===== src/rtl/riscv_lsu_pkg.sv =====
// Shared types and constants for the MEM-stage load/store unit.
package riscv_lsu_pkg;

  typedef enum logic [1:0] {
    IDLE,
    REQ,
    WAIT,
    DONE
  } lsu_state_t;

  localparam logic [2:0] F3_B  = 3'b000;
  localparam logic [2:0] F3_H  = 3'b001;
  localparam logic [2:0] F3_W  = 3'b010;
  localparam logic [2:0] F3_BU = 3'b100;
  localparam logic [2:0] F3_HU = 3'b101;

endpackage


===== src/rtl/mem_stage_lsu_if.sv =====
// Data-memory request/response bus between the LSU (master) and memory (slave).
interface mem_stage_lsu_if #(
  parameter int DATA_WIDTH = 32,
  parameter int ADDR_WIDTH = 32
);

  logic                  dmem_req;
  logic                  dmem_we;
  logic [ADDR_WIDTH-1:0] dmem_addr;
  logic [DATA_WIDTH-1:0] dmem_wdata;
  logic [3:0]            dmem_be;
  logic                  dmem_gnt;
  logic                  dmem_rvalid;
  logic [DATA_WIDTH-1:0] dmem_rdata;

  modport master (
    output dmem_req, dmem_we, dmem_addr, dmem_wdata, dmem_be,
    input  dmem_gnt, dmem_rvalid, dmem_rdata
  );

  modport slave (
    input  dmem_req, dmem_we, dmem_addr, dmem_wdata, dmem_be,
    output dmem_gnt, dmem_rvalid, dmem_rdata
  );

endinterface


===== src/rtl/lsu_load_align.sv =====
// Selects the addressed byte/halfword of a read word and sign/zero-extends it.
module lsu_load_align
  import riscv_lsu_pkg::*;
(
  input  logic [31:0] rdata,
  input  logic [1:0]  addr_lo,
  input  logic [2:0]  funct3,
  output logic [31:0] load_data
);

  logic [7:0]  sel_byte;
  logic [15:0] sel_half;

  // Lane select followed by extension according to access type
  always_comb begin
    case (addr_lo)
      2'd0:    sel_byte = rdata[7:0];
      2'd1:    sel_byte = rdata[15:8];
      2'd2:    sel_byte = rdata[23:16];
      default: sel_byte = rdata[31:24];
    endcase
    sel_half = addr_lo[1] ? rdata[31:16] : rdata[15:0];

    case (funct3)
      F3_B:    load_data = {{24{sel_byte[7]}}, sel_byte};
      F3_BU:   load_data = {24'h0, sel_byte};
      F3_H:    load_data = {{16{sel_half[15]}}, sel_half};
      F3_HU:   load_data = {16'h0, sel_half};
      default: load_data = rdata;
    endcase
  end

endmodule


===== src/rtl/mem_stage_lsu.sv =====
// MEM-stage load/store unit: issues data-memory requests, formats stores,
// aligns loads and stalls the pipeline while a transaction is outstanding.
module mem_stage_lsu
  import riscv_lsu_pkg::*;
#(
  parameter int DATA_WIDTH     = 32,
  parameter int ADDR_WIDTH     = 32,
  parameter int TIMEOUT_CYCLES = 255
) (
  input  logic                  clk,
  input  logic                  rst,
  input  logic                  mem_MemRead,
  input  logic                  mem_MemWrite,
  input  logic [2:0]            mem_funct3,
  input  logic [ADDR_WIDTH-1:0] mem_alu_result,
  input  logic [DATA_WIDTH-1:0] mem_rs2_data,
  output logic                  lsu_stall,
  mem_stage_lsu_if.master       dmem,
  output logic [DATA_WIDTH-1:0] wb_load_data,
  output logic                  lsu_fault,
  output logic                  lsu_timeout
);

  localparam logic [7:0] TO_LAST = 8'(TIMEOUT_CYCLES - 1);

  lsu_state_t            state;
  logic [7:0]            tcnt;
  logic [DATA_WIDTH-1:0] load_q;

  logic                  is_load;
  logic                  is_store;
  logic                  f3_legal;
  logic                  aligned;
  logic                  access_ok;
  logic                  drive;
  logic                  timeout_hit;
  logic [DATA_WIDTH-1:0] st_wdata;
  logic [3:0]            st_be;
  logic [DATA_WIDTH-1:0] aligned_rdata;

  lsu_load_align u_align (
    .rdata     (dmem.dmem_rdata),
    .addr_lo   (mem_alu_result[1:0]),
    .funct3    (mem_funct3),
    .load_data (aligned_rdata)
  );

  // Access decode: legality, alignment and store formatting
  always_comb begin
    is_load  = mem_MemRead & ~mem_MemWrite;
    is_store = mem_MemWrite & ~mem_MemRead;

    f3_legal = 1'b0;
    if (is_load)
      f3_legal = (mem_funct3 == F3_B) || (mem_funct3 == F3_H) || (mem_funct3 == F3_W) ||
                 (mem_funct3 == F3_BU) || (mem_funct3 == F3_HU);
    else if (is_store)
      f3_legal = (mem_funct3 == F3_B) || (mem_funct3 == F3_H) || (mem_funct3 == F3_W);

    case (mem_funct3[1:0])
      2'b01:   aligned = ~mem_alu_result[0];
      2'b10:   aligned = (mem_alu_result[1:0] == 2'b00);
      default: aligned = 1'b1;
    endcase

    access_ok = f3_legal & aligned;

    case (mem_funct3[1:0])
      2'b00: begin
        st_wdata = {4{mem_rs2_data[7:0]}};
        st_be    = 4'b0001 << mem_alu_result[1:0];
      end
      2'b01: begin
        st_wdata = {2{mem_rs2_data[15:0]}};
        st_be    = 4'b0011 << mem_alu_result[1:0];
      end
      default: begin
        st_wdata = mem_rs2_data;
        st_be    = 4'b1111;
      end
    endcase
  end

  // Output drive; everything is forced low while reset is asserted
  always_comb begin
    drive       = ~rst & access_ok;
    timeout_hit = (((state == REQ) & ~dmem.dmem_gnt) | ((state == WAIT) & ~dmem.dmem_rvalid)) &
                  (tcnt == TO_LAST);

    dmem.dmem_req   = drive & ((state == IDLE) | (state == REQ));
    dmem.dmem_we    = drive & is_store;
    dmem.dmem_addr  = drive ? mem_alu_result : '0;
    dmem.dmem_wdata = (drive & is_store) ? st_wdata : '0;
    dmem.dmem_be    = drive ? (is_store ? st_be : 4'b1111) : 4'b0000;

    lsu_stall    = drive & (state != DONE);
    lsu_fault    = ~rst & (mem_MemRead | mem_MemWrite) & ~access_ok;
    lsu_timeout  = ~rst & timeout_hit;
    wb_load_data = (~rst & (state == DONE)) ? load_q : '0;
  end

  // Transaction FSM with timeout counter and captured load data
  always_ff @(posedge clk) begin
    if (rst) begin
      state  <= IDLE;
      tcnt   <= '0;
      load_q <= '0;
    end else begin
      case (state)
        IDLE: begin
          tcnt <= '0;
          if (access_ok) begin
            load_q <= '0;
            if (dmem.dmem_gnt) state <= is_store ? DONE : WAIT;
            else               state <= REQ;
          end
        end
        REQ: begin
          tcnt <= tcnt + 8'd1;
          if (dmem.dmem_gnt) begin
            state <= is_store ? DONE : WAIT;
          end else if (timeout_hit) begin
            load_q <= '0;
            state  <= DONE;
          end
        end
        WAIT: begin
          tcnt <= tcnt + 8'd1;
          if (dmem.dmem_rvalid) begin
            load_q <= aligned_rdata;
            state  <= DONE;
          end else if (timeout_hit) begin
            load_q <= '0;
            state  <= DONE;
          end
        end
        default: state <= IDLE;
      endcase
    end
  end

endmodule

===== src/flat_wrapper.sv =====
// flat-port wrapper written by rule: the top's interface ports become plain ports
module mem_stage_lsu_flat import riscv_lsu_pkg::*;
#(
  parameter int DATA_WIDTH     = 32,
  parameter int ADDR_WIDTH     = 32,
  parameter int TIMEOUT_CYCLES = 255
)
  (clk, rst, mem_MemRead, mem_MemWrite, mem_funct3, mem_alu_result, mem_rs2_data, lsu_stall, wb_load_data, lsu_fault, lsu_timeout, dmem_dmem_req, dmem_dmem_we, dmem_dmem_addr, dmem_dmem_wdata, dmem_dmem_be, dmem_dmem_gnt, dmem_dmem_rvalid, dmem_dmem_rdata);
  mem_stage_lsu_if #(.DATA_WIDTH(DATA_WIDTH), .ADDR_WIDTH(ADDR_WIDTH)) dmem_i ();
  input  logic clk;
  input  logic rst;
  input  logic mem_MemRead;
  input  logic mem_MemWrite;
  input  logic [2:0] mem_funct3;
  input  logic [ADDR_WIDTH-1:0] mem_alu_result;
  input  logic [DATA_WIDTH-1:0] mem_rs2_data;
  output logic lsu_stall;
  output logic [DATA_WIDTH-1:0] wb_load_data;
  output logic lsu_fault;
  output logic lsu_timeout;
  output wire logic [$bits(dmem_i.dmem_req)-1:0] dmem_dmem_req;
  output wire logic [$bits(dmem_i.dmem_we)-1:0] dmem_dmem_we;
  output wire logic [$bits(dmem_i.dmem_addr)-1:0] dmem_dmem_addr;
  output wire logic [$bits(dmem_i.dmem_wdata)-1:0] dmem_dmem_wdata;
  output wire logic [$bits(dmem_i.dmem_be)-1:0] dmem_dmem_be;
  input wire logic [$bits(dmem_i.dmem_gnt)-1:0] dmem_dmem_gnt;
  input wire logic [$bits(dmem_i.dmem_rvalid)-1:0] dmem_dmem_rvalid;
  input wire logic [$bits(dmem_i.dmem_rdata)-1:0] dmem_dmem_rdata;
  assign dmem_dmem_req = dmem_i.dmem_req;
  assign dmem_dmem_we = dmem_i.dmem_we;
  assign dmem_dmem_addr = dmem_i.dmem_addr;
  assign dmem_dmem_wdata = dmem_i.dmem_wdata;
  assign dmem_dmem_be = dmem_i.dmem_be;
  assign dmem_i.dmem_gnt = dmem_dmem_gnt;
  assign dmem_i.dmem_rvalid = dmem_dmem_rvalid;
  assign dmem_i.dmem_rdata = dmem_dmem_rdata;
  mem_stage_lsu #(.DATA_WIDTH(DATA_WIDTH), .ADDR_WIDTH(ADDR_WIDTH), .TIMEOUT_CYCLES(TIMEOUT_CYCLES)) u_core (.clk(clk), .rst(rst), .mem_MemRead(mem_MemRead), .mem_MemWrite(mem_MemWrite), .mem_funct3(mem_funct3), .mem_alu_result(mem_alu_result), .mem_rs2_data(mem_rs2_data), .lsu_stall(lsu_stall), .dmem(dmem_i), .wb_load_data(wb_load_data), .lsu_fault(lsu_fault), .lsu_timeout(lsu_timeout));
endmodule

===== config.mk =====
export PLATFORM = sky130hd
export DESIGN_NAME = mem_stage_lsu_flat
export DESIGN_NICKNAME = d
export VERILOG_FILES = /design/src/rtl/riscv_lsu_pkg.sv /design/src/rtl/mem_stage_lsu_if.sv /design/src/rtl/lsu_load_align.sv /design/src/rtl/mem_stage_lsu.sv /design/src/flat_wrapper.sv
export SDC_FILE = /design/constraint.sdc
export NUM_CORES = 1
export LEC_CHECK = 0
export BUFFER_PORTS_ARGS = -buffer_cell sky130_fd_sc_hd__buf_2
export CAP_MARGIN = 30
export CORE_ASPECT_RATIO = 2
export CORE_MARGIN = 2
export CORE_UTILIZATION = 30
export CTS_BUF_LIST = sky130_fd_sc_hd__clkbuf_4 sky130_fd_sc_hd__clkbuf_8
export DETAILED_ROUTE_END_ITERATION = 6
export GPL_TIMING_DRIVEN = 0
export MAX_ROUTING_LAYER = met4
export PLACE_DENSITY = 0.7
export SETUP_SLACK_MARGIN = 0.02
export SYNTH_ARGS = -nofsm -noshare
export SYNTH_HDL_FRONTEND = slang
export SYNTH_SLANG_ARGS = --single-unit

===== constraint.sdc =====
create_clock -name clk -period 4.25 [get_ports clk]
set_input_delay 0.425 -clock clk [delete_from_list [all_inputs] [get_ports clk]]
set_output_delay 0.425 -clock clk [all_outputs]
set_load 0.005 [all_outputs]

==> results.py, run 1 <==
metrics = {
    "status": {
        "status": "complete, no violations",
    },
    "drt": {
        "drtPass1Iterations": 4,
        "drtAntennaViolNets": 0,
        "wl_per_cell_um": 16.5,
        "totalWireLength_mm": 13.0,
        "vias_per_cell": 5.02,
        "drc": 0,
        "vias": 3962,
        "dr.first_iter.drc_count": 263,
    },
    "timing": {
        "timing.final.crit_share_pct": 74.4,
        "fmaxAchievable_mhz": 316,
        "hold_viol": 0,
        "skew_ps": 13.1,
        "worst_slack_ps": 1090,
        "finalSetupViolations": 0,
        "fin_crit_ps": 3160,
        "report.final.slew_viol_count": 0,
        "grt_setup_unrepaired": "no",
        "final.setup.tns_ps": 0,
        "maxSlewHeadroom_pct": 41.6,
        "tightest_slew_ps": 872,
        "whs_ps": 384,
    },
    "cts": {
        "cts_resized": 0,
        "cts_sinks": 42,
        "cts_tree": "built",
        "clk_latency_ps": 310,
        "cts_buffer_depth": 2,
        "cts_root_buffer": "clkbuf_8",
        "numCtsBuffers": 5,
        "hold_buffers": 0,
        "path_clk_slew_ps": 90,
        "htree_levels": 2,
        "postCtsSetupRepairBufs": 0,
    },
    "die": {
        "die_w_um": 78.2,
        "io-pin-count": 210,
        "core_um2": 10800,
        "die_h_um": 152,
        "rows": 54,
        "initial_core_util_pct": 30.5,
        "dieArea_um2": 11900,
    },
    "critical_path": {
        "cp_top_family": "buffers and inverters",
        "crit_slowest_cell": "nor4_1",
        "cp_cell_sequence": "buf_2 -> inv_1 -> ha_1 -> or2_1 -> clkbuf_1 -> a21oi_1 -> nor4_1 -> nand2b_1 -> buf_2 -> buf_2 -> a21oi_1 -> buf_2",
        "path_class": "in2out",
        "worstPathArrival_ps": 2740,
        "required_ps": 3830,
        "cp_max_fo": 10,
        "endpoint_kind": "primary output",
        "critPathMaxStageDelay_ps": 410,
        "start_kind": "primary input",
        "crit_path_frequent_cell": "buf_2",
        "timing.critical_path.buf_inv": 6,
    },
    "synth": {
        "yosys.area.top_type": "dfxtp_1",
        "synth_common_cells": "75 x and2_1, 47 x nand2_1, 46 x a21oi_1",
        "ys_async_sr_fraction_pct": 0,
        "yosysWarnings": 0,
        "syn_nets": 549,
        "synth_top_cell_area_share_pct": 25.5,
        "netlist_instances": 434,
        "ys.flop_type": "dfxtp_1",
        "synth_area_per_cell_um2": 7.61,
        "synth_edf_count": 0,
        "synth-seq-cells": 42,
        "ys_seq_area_share_pct": 25.5,
        "synthTopCellsByArea": "dfxtp_1 25%, and2_1 14%, o2bb2ai_1 7.7%, a21oi_1 7.0%, nand2_1 5.3%",
        "yosysMostFrequentCell": "and2_1",
        "synthDistinctLibCells": 50,
        "synth_area_um2": 3300,
    },
    "power_and_ir_drop": {
        "p_per_area_nw_per_um2": 235,
        "pwr-share-clk_pct": 26.6,
        "power_frac_seq_pct": 38.5,
        "power.switching_uw": 389,
        "p_leak_nw": 2.32,
        "ir_drop_mv": 0.106,
        "switching_share_pct": 35.9,
        "internal_power_uw": 695,
        "total_power_mw": 1.08,
        "p_comb_share_pct": 34.9,
    },
    "global_routing": {
        "track_usage_pct": 21.8,
        "grt_pass1_wl_mm": 20.2,
        "grt_pass1_vias": 4057,
        "overflow": 0,
        "grt_max_degree": 14,
        "antenna_found_initial": 0,
    },
    "placement": {
        "hpwl_mm": 10.6,
        "gp_congestion": 0.932,
        "preCtsSetupSlack_ps": 1100,
        "io_buffer_count": 208,
    },
    "cells_and_area": {
        "drive_above_1_share_pct": 37.5,
        "area_growth_pct": 39.8,
        "n_antenna_cell": 0,
        "fin_nets": 764,
    },
    "min_path": {
        "hold_path.class": "in2reg",
    },
    "run": {
        "cap_violations": 0,
    },
}
-- state kept, by name (all words and copies together), names as in the netlist --
name           count
u_core.load_q     32
u_core.tcnt        8
u_core.state       2
-- power by group through the flow --
stage / clock (mW) / combinational (mW) / sequential, mW
floorplan: 0 / 0.241 / 0.422
global placement: 0 / 0.364 / 0.424
detailed placement: 0 / 0.373 / 0.426
CTS: 0.294 / 0.376 / 0.417
global route: 0.308 / 0.411 / 0.419
finish: 0.289 / 0.378 / 0.417
-- tightest hold or removal path, delay by kind of cell --
kind | cells | cell delay (ps)
buffers and inverters | 1 | 80
AO/OA/AOI/OAI | 2 | 160
-- layout by cell type, fill, tap and decap left out, types with 3 or more instances in the layout --
master,netlist,final
clkbuf_2,3,3
o211ai_1,3,3
ha_1,10,10
nand2_1,47,47
a21boi_0,3,3
a211oi_1,6,6
buf_6,5,5
o2bb2ai_2,3,3
buf_2,3,211
and3_1,3,3
mux2_2,7,7
nor2b_1,6,6
clkbuf_1,20,20
o21ai_0,13,13
a221oi_1,7,7
clkbuf_8,0,6
a22oi_1,7,7
nor2_1,36,36
o2bb2ai_1,29,29
inv_1,9,9
nand2b_1,10,10
and2_1,75,75
a21oi_1,46,46
nand3_1,4,4
nor3_1,3,3
dfxtp_1,42,42
xor2_1,4,4
-- area by class of cell --
cell class                 instances  area [um^2]
fill                            1146         6190
multi-input combinational        351         2260
timing repair buffer             208         1040
sequential                        42          841
tap                              140          175
buffer                            31          161
clock buffer                       7         90.1
inverter                          10         37.5
clock inverter                     1         8.76
-- final timing paths --
check / startpoint / cells past startpoint / endpoint / slack [ps]
hold reg to reg: u_core.load_q[27]$_SDFFE_PP0P_ / 1 / u_core.load_q[27]$_SDFFE_PP0P_ / 460
hold / removal: dmem_dmem_rdata[1] / 3 / u_core.load_q[1]$_SDFFE_PP0P_ / 380
setup / recovery: mem_funct3[1] / 12 / dmem_dmem_wdata[20] / 1090
setup reg to reg: u_core.state[1]$_SDFFE_PP0P_ / 8 / u_core.load_q[29]$_SDFFE_PP0P_ / 1980
-- kinds of logic (layout without fill, tap and decap cells) --
logic type               after synthesis  after routing  share of synthesized area (%)
AND/OR/NAND/NOR                      192            192                           30.8
AO/OA/AOI/OAI                        133            133                           28.6
flip-flops                            42             42                           25.5
buffers and inverters                 41            257                           6.02
adder cells (fa/ha/maj)               10             10                           3.79
multiplexers                          10             10                           3.68
XOR/XNOR                               6              6                           1.59
-- through the flow --
step | util, % | cell area, um^2 | std cells
2_1_floorplan | - | 3300 | 434
3_3_place_gp | 41.8 | 4520 | 782
3_5_place_dp | 41.8 | 4520 | 782
4_1_cts | 42.7 | 4620 | 790
5_1_grt | 42.7 | 4620 | 790
6_report | 42.7 | 4620 | 790
-- per-layer routing --
metal | GRT usage (%) | routed length [um] | up-vias | part of all wire [%]
li1 | - | - | 1945 | -
met1 | 22.1 | 4950 | 1805 | 38
met5 | - | 0 | - | 0
met2 | 39.5 | 6820 | 178 | 52
met3 | 3.38 | 778 | 34 | 6.0
met4 | 11.4 | 488 | 0 | 3.7
No activity file was read; power rests on OpenSTA's default activity.
==> run 2, diff against run 1 <==
- clock period: 4.25 -> 3.22 ns (I/O delays scaled with it)
==> results.py, run 2 (synthesized netlist as in run 1, its figures left out) <==
metrics = {
    "drt": {
        "vias_per_cell": 5.03,
        "dr.first_iter.drc_count": 263,
        "wl_per_cell_um": 16.5,
        "drtPass1Iterations": 4,
        "drc": 0,
        "vias": 3974,
        "drtAntennaViolNets": 0,
        "totalWireLength_mm": 13.0,
    },
    "placement": {
        "place_area_um2": 4520,
        "gp_congestion": 0.932,
        "io_buffer_count": 208,
        "hpwl_mm": 10.6,
    },
    "die": {
        "core_um2": 10800,
        "die_w_um": 78.2,
        "dieArea_um2": 11900,
        "rows": 54,
        "initial_core_util_pct": 30.5,
        "die_h_um": 152,
        "io-pin-count": 210,
    },
    "timing": {
        "finalSetupViolations": 0,
        "timing.final.crit_share_pct": 87.8,
        "tightest_slew_ps": 876,
        "final.setup.tns_ps": 0,
        "whs_ps": 281,
        "grt_setup_unrepaired": "no",
        "skew_ps": 13.4,
        "fmaxAchievable_mhz": 354,
        "hold_viol": 0,
        "maxSlewHeadroom_pct": 41.4,
        "fin_crit_ps": 2830,
        "report.final.slew_viol_count": 0,
    },
    "critical_path": {
        "start_kind": "primary input",
        "cp_max_fo": 10,
        "ff2ff_setup_slack_ps": 940,
        "path_class": "in2out",
        "cp_top_family": "buffers and inverters",
        "worstPathArrival_ps": 2510,
        "timing.critical_path.buf_inv": 6,
        "required_ps": 2900,
        "rr_worst_depth": 8,
        "cp_cell_sequence": "buf_2 -> inv_1 -> ha_1 -> or2_1 -> clkbuf_1 -> a21oi_1 -> nor4_2 -> nand2b_1 -> buf_2 -> buf_2 -> a21oi_1 -> buf_2",
        "critPathMaxStageDelay_ps": 390,
        "r2r_end": "u_core.load_q[29]$_SDFFE_PP0P_",
        "endpoint_kind": "primary output",
        "crit_path_frequent_cell": "buf_2",
        "r2r_start": "u_core.state[1]$_SDFFE_PP0P_",
        "crit_slowest_cell": "clkbuf_1",
    },
    "global_routing": {
        "antenna_found_initial": 0,
        "grt_pass1_wl_mm": 20.2,
        "grt_pass1_vias": 4057,
        "grt_max_degree": 14,
        "overflow": 0,
        "track_usage_pct": 21.8,
    },
    "cts": {
        "htree_levels": 2,
        "hold_buffers": 0,
        "cts_buffer_depth": 2,
        "path_clk_slew_ps": 90,
        "cts_tree": "built",
        "clk_latency_ps": 310,
        "cts_resized": 0,
        "postCtsSetupRepairBufs": 0,
        "cts_sinks": 42,
        "numCtsBuffers": 5,
        "cts_root_buffer": "clkbuf_8",
    },
    "cells_and_area": {
        "largest_reg_flops": 32,
        "layout_commonest_cell": "buf_2",
        "top_regs": "u_core.load_q (32), u_core.tcnt (8), u_core.state (2)",
        "nFillCells": 1145,
        "post-route-util_pct": 42.8,
        "n_antenna_cell": 0,
        "fin_nets": 764,
        "layout_common_cells": "211 x buf_2, 75 x and2_1, 47 x nand2_1",
        "top_register": "u_core.load_q",
        "drive_above_1_share_pct": 37.7,
        "postLayoutCellArea_um2": 4620,
        "area_growth_pct": 40.0,
    },
    "power_and_ir_drop": {
        "p_leak_nw": 2.32,
        "ir_drop_mv": 0.140,
        "p_per_area_nw_per_um2": 310,
    },
    "run": {
        "cap_violations": 0,
    },
    "min_path": {
        "hold_path.class": "in2reg",
        "holdPathEnd": "u_core.load_q[1]$_SDFFE_PP0P_",
        "min_path_cells": 3,
        "min_from": "dmem_dmem_rdata[1]",
    },
    "status": {
        "status": "complete, no violations",
    },
}
run 2: cell counts in the layout (fill, tap and decap cells not counted):
Identical to the previous run, type by type.
run 2: metal layers:
metal,GRT usage [%],wire length [um],share of wire [%],up-vias
met1,22.1,4900,38,1804
li1,-,-,-,1945
met5,-,0,0,-
met2,39.5,6840,52,191
met3,3.38,808,6.2,34
met4,11.4,488,3.7,0
run 2: worst register-to-register path: stages (launching register included):
cell	delay, ps
dfxtp_1	430
inv_1	110
ha_1	270
nor2b_1	180
o2111ai_1	390
o211ai_1	230
a31oi_4	290
buf_6	190
o2bb2ai_1	120
run 2: through the flow:
step / total power [mW] / std cells / worst slack [ps]
floorplan: 0.875 / 434 / 981
global placement: 1.04 / 782 / 271
detailed placement: 1.05 / 782 / 275
CTS: 1.43 / 790 / 269
global route: 1.50 / 790 / 176
finish: 1.43 / 790 / 393
run 2: layout make-up:
type,instances,area [um^2],area share [%]
Clock buffer,7,90.1,1.95
Clock inverter,1,8.76,0.189
Buffer,31,161,3.49
Inverter,10,37.5,0.812
Multi-Input combinational cell,351,2270,49.1
Tap cell,140,175,3.79
Timing Repair Buffer,208,1040,22.5
Sequential cell,42,841,18.2
run 2: worst max-delay path by stage:
stage / start / to / slack (ps) / depth (start not counted)
after floorplan: mem_funct3[0] / dmem_dmem_wdata[11] / 980 / 9
after CTS: mem_funct3[1] / dmem_dmem_wdata[20] / 270 / 12
final: mem_funct3[1] / dmem_dmem_wdata[20] / 390 / 12
after global routing: mem_funct3[1] / dmem_dmem_wdata[20] / 180 / 12
after detailed placement: mem_funct3[1] / dmem_dmem_wdata[20] / 280 / 12
after global placement: mem_funct3[1] / dmem_dmem_wdata[20] / 270 / 12
run 2: power by group:
part | internal [mW] | switching, mW
combinational | 0.199 | 0.301
clock | 0.186 | 0.196
sequential | 0.533 | 0.0177
total | 0.917 | 0.514
==> run 3, diff against run 2 <==
- HOLD_SLACK_MARGIN: not set -> 0.03
- RECOVER_POWER: not set -> 100
==> results.py, run 3 (synthesized netlist as in run 1, its figures left out) <==
metrics = {
    "timing": {
        "maxSlewHeadroom_pct": 42.6,
        "whs_ps": 281,
        "report.final.slew_viol_count": 0,
        "finalSetupViolations": 0,
        "worst_slack_ps": 343,
        "hold_viol": 0,
        "final.setup.tns_ps": 0,
        "fin_crit_ps": 2880,
        "timing.final.crit_share_pct": 89.3,
        "fmaxAchievable_mhz": 348,
        "tightest_slew_ps": 858,
        "grt_setup_unrepaired": "no",
        "skew_ps": 13.1,
    },
    "drt": {
        "totalWireLength_mm": 13.0,
        "drtAntennaViolNets": 0,
        "drtPass1Iterations": 5,
        "vias_per_cell": 5.03,
        "vias": 3973,
        "drc": 0,
        "dr.first_iter.drc_count": 259,
        "wl_per_cell_um": 16.4,
    },
    "critical_path": {
        "required_ps": 2900,
        "start_kind": "primary input",
        "crit_path_frequent_cell": "clkbuf_1",
        "path_class": "in2out",
        "endpoint_kind": "primary output",
        "cp_cell_sequence": "clkbuf_1 -> inv_1 -> ha_1 -> or2_1 -> clkbuf_1 -> a21oi_1 -> nor4_2 -> clkbuf_2 -> clkbuf_1 -> and2_1 -> clkbuf_1",
        "worstPathArrival_ps": 2550,
        "cp_max_fo": 10,
        "r2r_start": "u_core.state[1]$_SDFFE_PP0P_",
        "crit_slowest_cell": "clkbuf_1",
        "timing.critical_path.buf_inv": 6,
        "critPathMaxStageDelay_ps": 380,
        "cp_top_family": "buffers and inverters",
        "startpoint": "mem_funct3[1]",
    },
    "cells_and_area": {
        "stdcell_count": 790,
        "area_growth_pct": 37.6,
        "fin_nets": 764,
        "top_regs": "u_core.load_q (32), u_core.tcnt (8), u_core.state (2)",
        "largest_reg_flops": 32,
        "layout_commonest_cell": "buf_2",
        "nFillCells": 1165,
        "top_register": "u_core.load_q",
        "n_antenna_cell": 0,
        "drive_above_1_share_pct": 31.7,
        "layout_common_cells": "172 x buf_2, 57 x clkbuf_1, 47 x and2_0, 47 x nand2_1, 46 x a21oi_1",
        "postLayoutCellArea_um2": 4540,
    },
    "run": {
        "cap_violations": 0,
    },
    "cts": {
        "path_clk_slew_ps": 90,
        "htree_levels": 2,
        "clk_latency_ps": 310,
        "cts_root_buffer": "clkbuf_8",
        "postCtsSetupRepairBufs": 0,
        "cts_sinks": 42,
        "numCtsBuffers": 5,
        "cts_tree": "built",
        "cts_buffer_depth": 2,
    },
    "power_and_ir_drop": {
        "internal_power_uw": 893,
        "p_comb_share_pct": 33.4,
        "p_leak_nw": 2.11,
        "power_frac_seq_pct": 39.4,
        "pwr-share-clk_pct": 27.2,
        "ir_drop_mv": 0.140,
        "power.switching_uw": 505,
        "switching_share_pct": 36.1,
        "p_per_area_nw_per_um2": 308,
    },
    "die": {
        "die_h_um": 152,
        "initial_core_util_pct": 30.5,
        "dieArea_um2": 11900,
        "die_w_um": 78.2,
        "core_um2": 10800,
        "io-pin-count": 210,
        "rows": 54,
    },
    "global_routing": {
        "grt_pass1_vias": 4057,
        "track_usage_pct": 21.8,
        "overflow": 0,
        "grt_pass1_wl_mm": 20.2,
        "antenna_found_initial": 0,
        "grt_max_degree": 14,
    },
    "placement": {
        "hpwl_mm": 10.6,
        "io_buffer_count": 208,
        "place_area_um2": 4520,
        "preCtsSetupSlack_ps": 275,
        "numPlacedInstances": 782,
        "gp_congestion": 0.932,
    },
    "min_path": {
        "hold_path.class": "in2reg",
        "min_from": "dmem_dmem_rdata[1]",
    },
    "status": {
        "status": "complete, no violations",
    },
}
run 3: cell count changes in the layout (fill, tap and decap cells not counted), sizes merged:
cell | previous run | this run
buf | 216 | 174
clkbuf | 30 | 72
run 3: worst paths after layout:
kind | slack, ps | end | cells after the start
max | 340 | dmem_dmem_addr[5] | 11
min | 280 | u_core.load_q[1]$_SDFFE_PP0P_ | 3
max reg2reg | 600 | u_core.load_q[11]$_SDFFE_PP0P_ | 8
min reg2reg | 460 | u_core.load_q[27]$_SDFFE_PP0P_ | 1
run 3: timing repair:
item                                    4_1_cts  5_1_grt
resized for setup                             0        1
endpoints found under the setup margin        0        3
hold buffers                                  0        0
run 3: final cells by class:
cell class              instances  area [um^2]  share of cell area, %
clock buffers                   7         90.1                   1.98
plain buffers                  31          138                   3.03
repair buffers                208         1000                   22.0
clock inverters                 1         8.76                  0.193
well taps                     140          175                   3.86
flip-flops and latches         42          841                   18.5
multi-input cells             351         2250                   49.6
inverters                      10         37.5                  0.826
run 3: worst min-delay path, cell delays in order:
cell and delay, ps:
buf_2 80, a21oi_1 50, o2bb2ai_1 110
run 3: power groups by stage:
stage / clock [mW] / combinational (mW) / sequential (mW)
3_3_place_gp: 0 / 0.480 / 0.560
2_1_floorplan: 0 / 0.318 / 0.557
6_report: 0.380 / 0.468 / 0.551
5_1_grt: 0.407 / 0.510 / 0.553
4_1_cts: 0.388 / 0.496 / 0.550
3_5_place_dp: 0 / 0.492 / 0.562
run 3: per-layer routing:
layer	track usage [%]	vias to the layer above	wire length, um
met3	3.38	37	795
li1	-	1950	-
met1	22.1	1799	4870
met4	11.4	0	515
met2	39.5	187	6800
met5	-	-	0
run 3: through the flow:
stage	util, %	power [mW]
4_1_cts	42.7	1.43
3_5_place_dp	41.8	1.05
5_1_grt	42.0	1.47
2_1_floorplan	-	0.875
3_3_place_gp	41.8	1.04
6_report	42.0	1.40
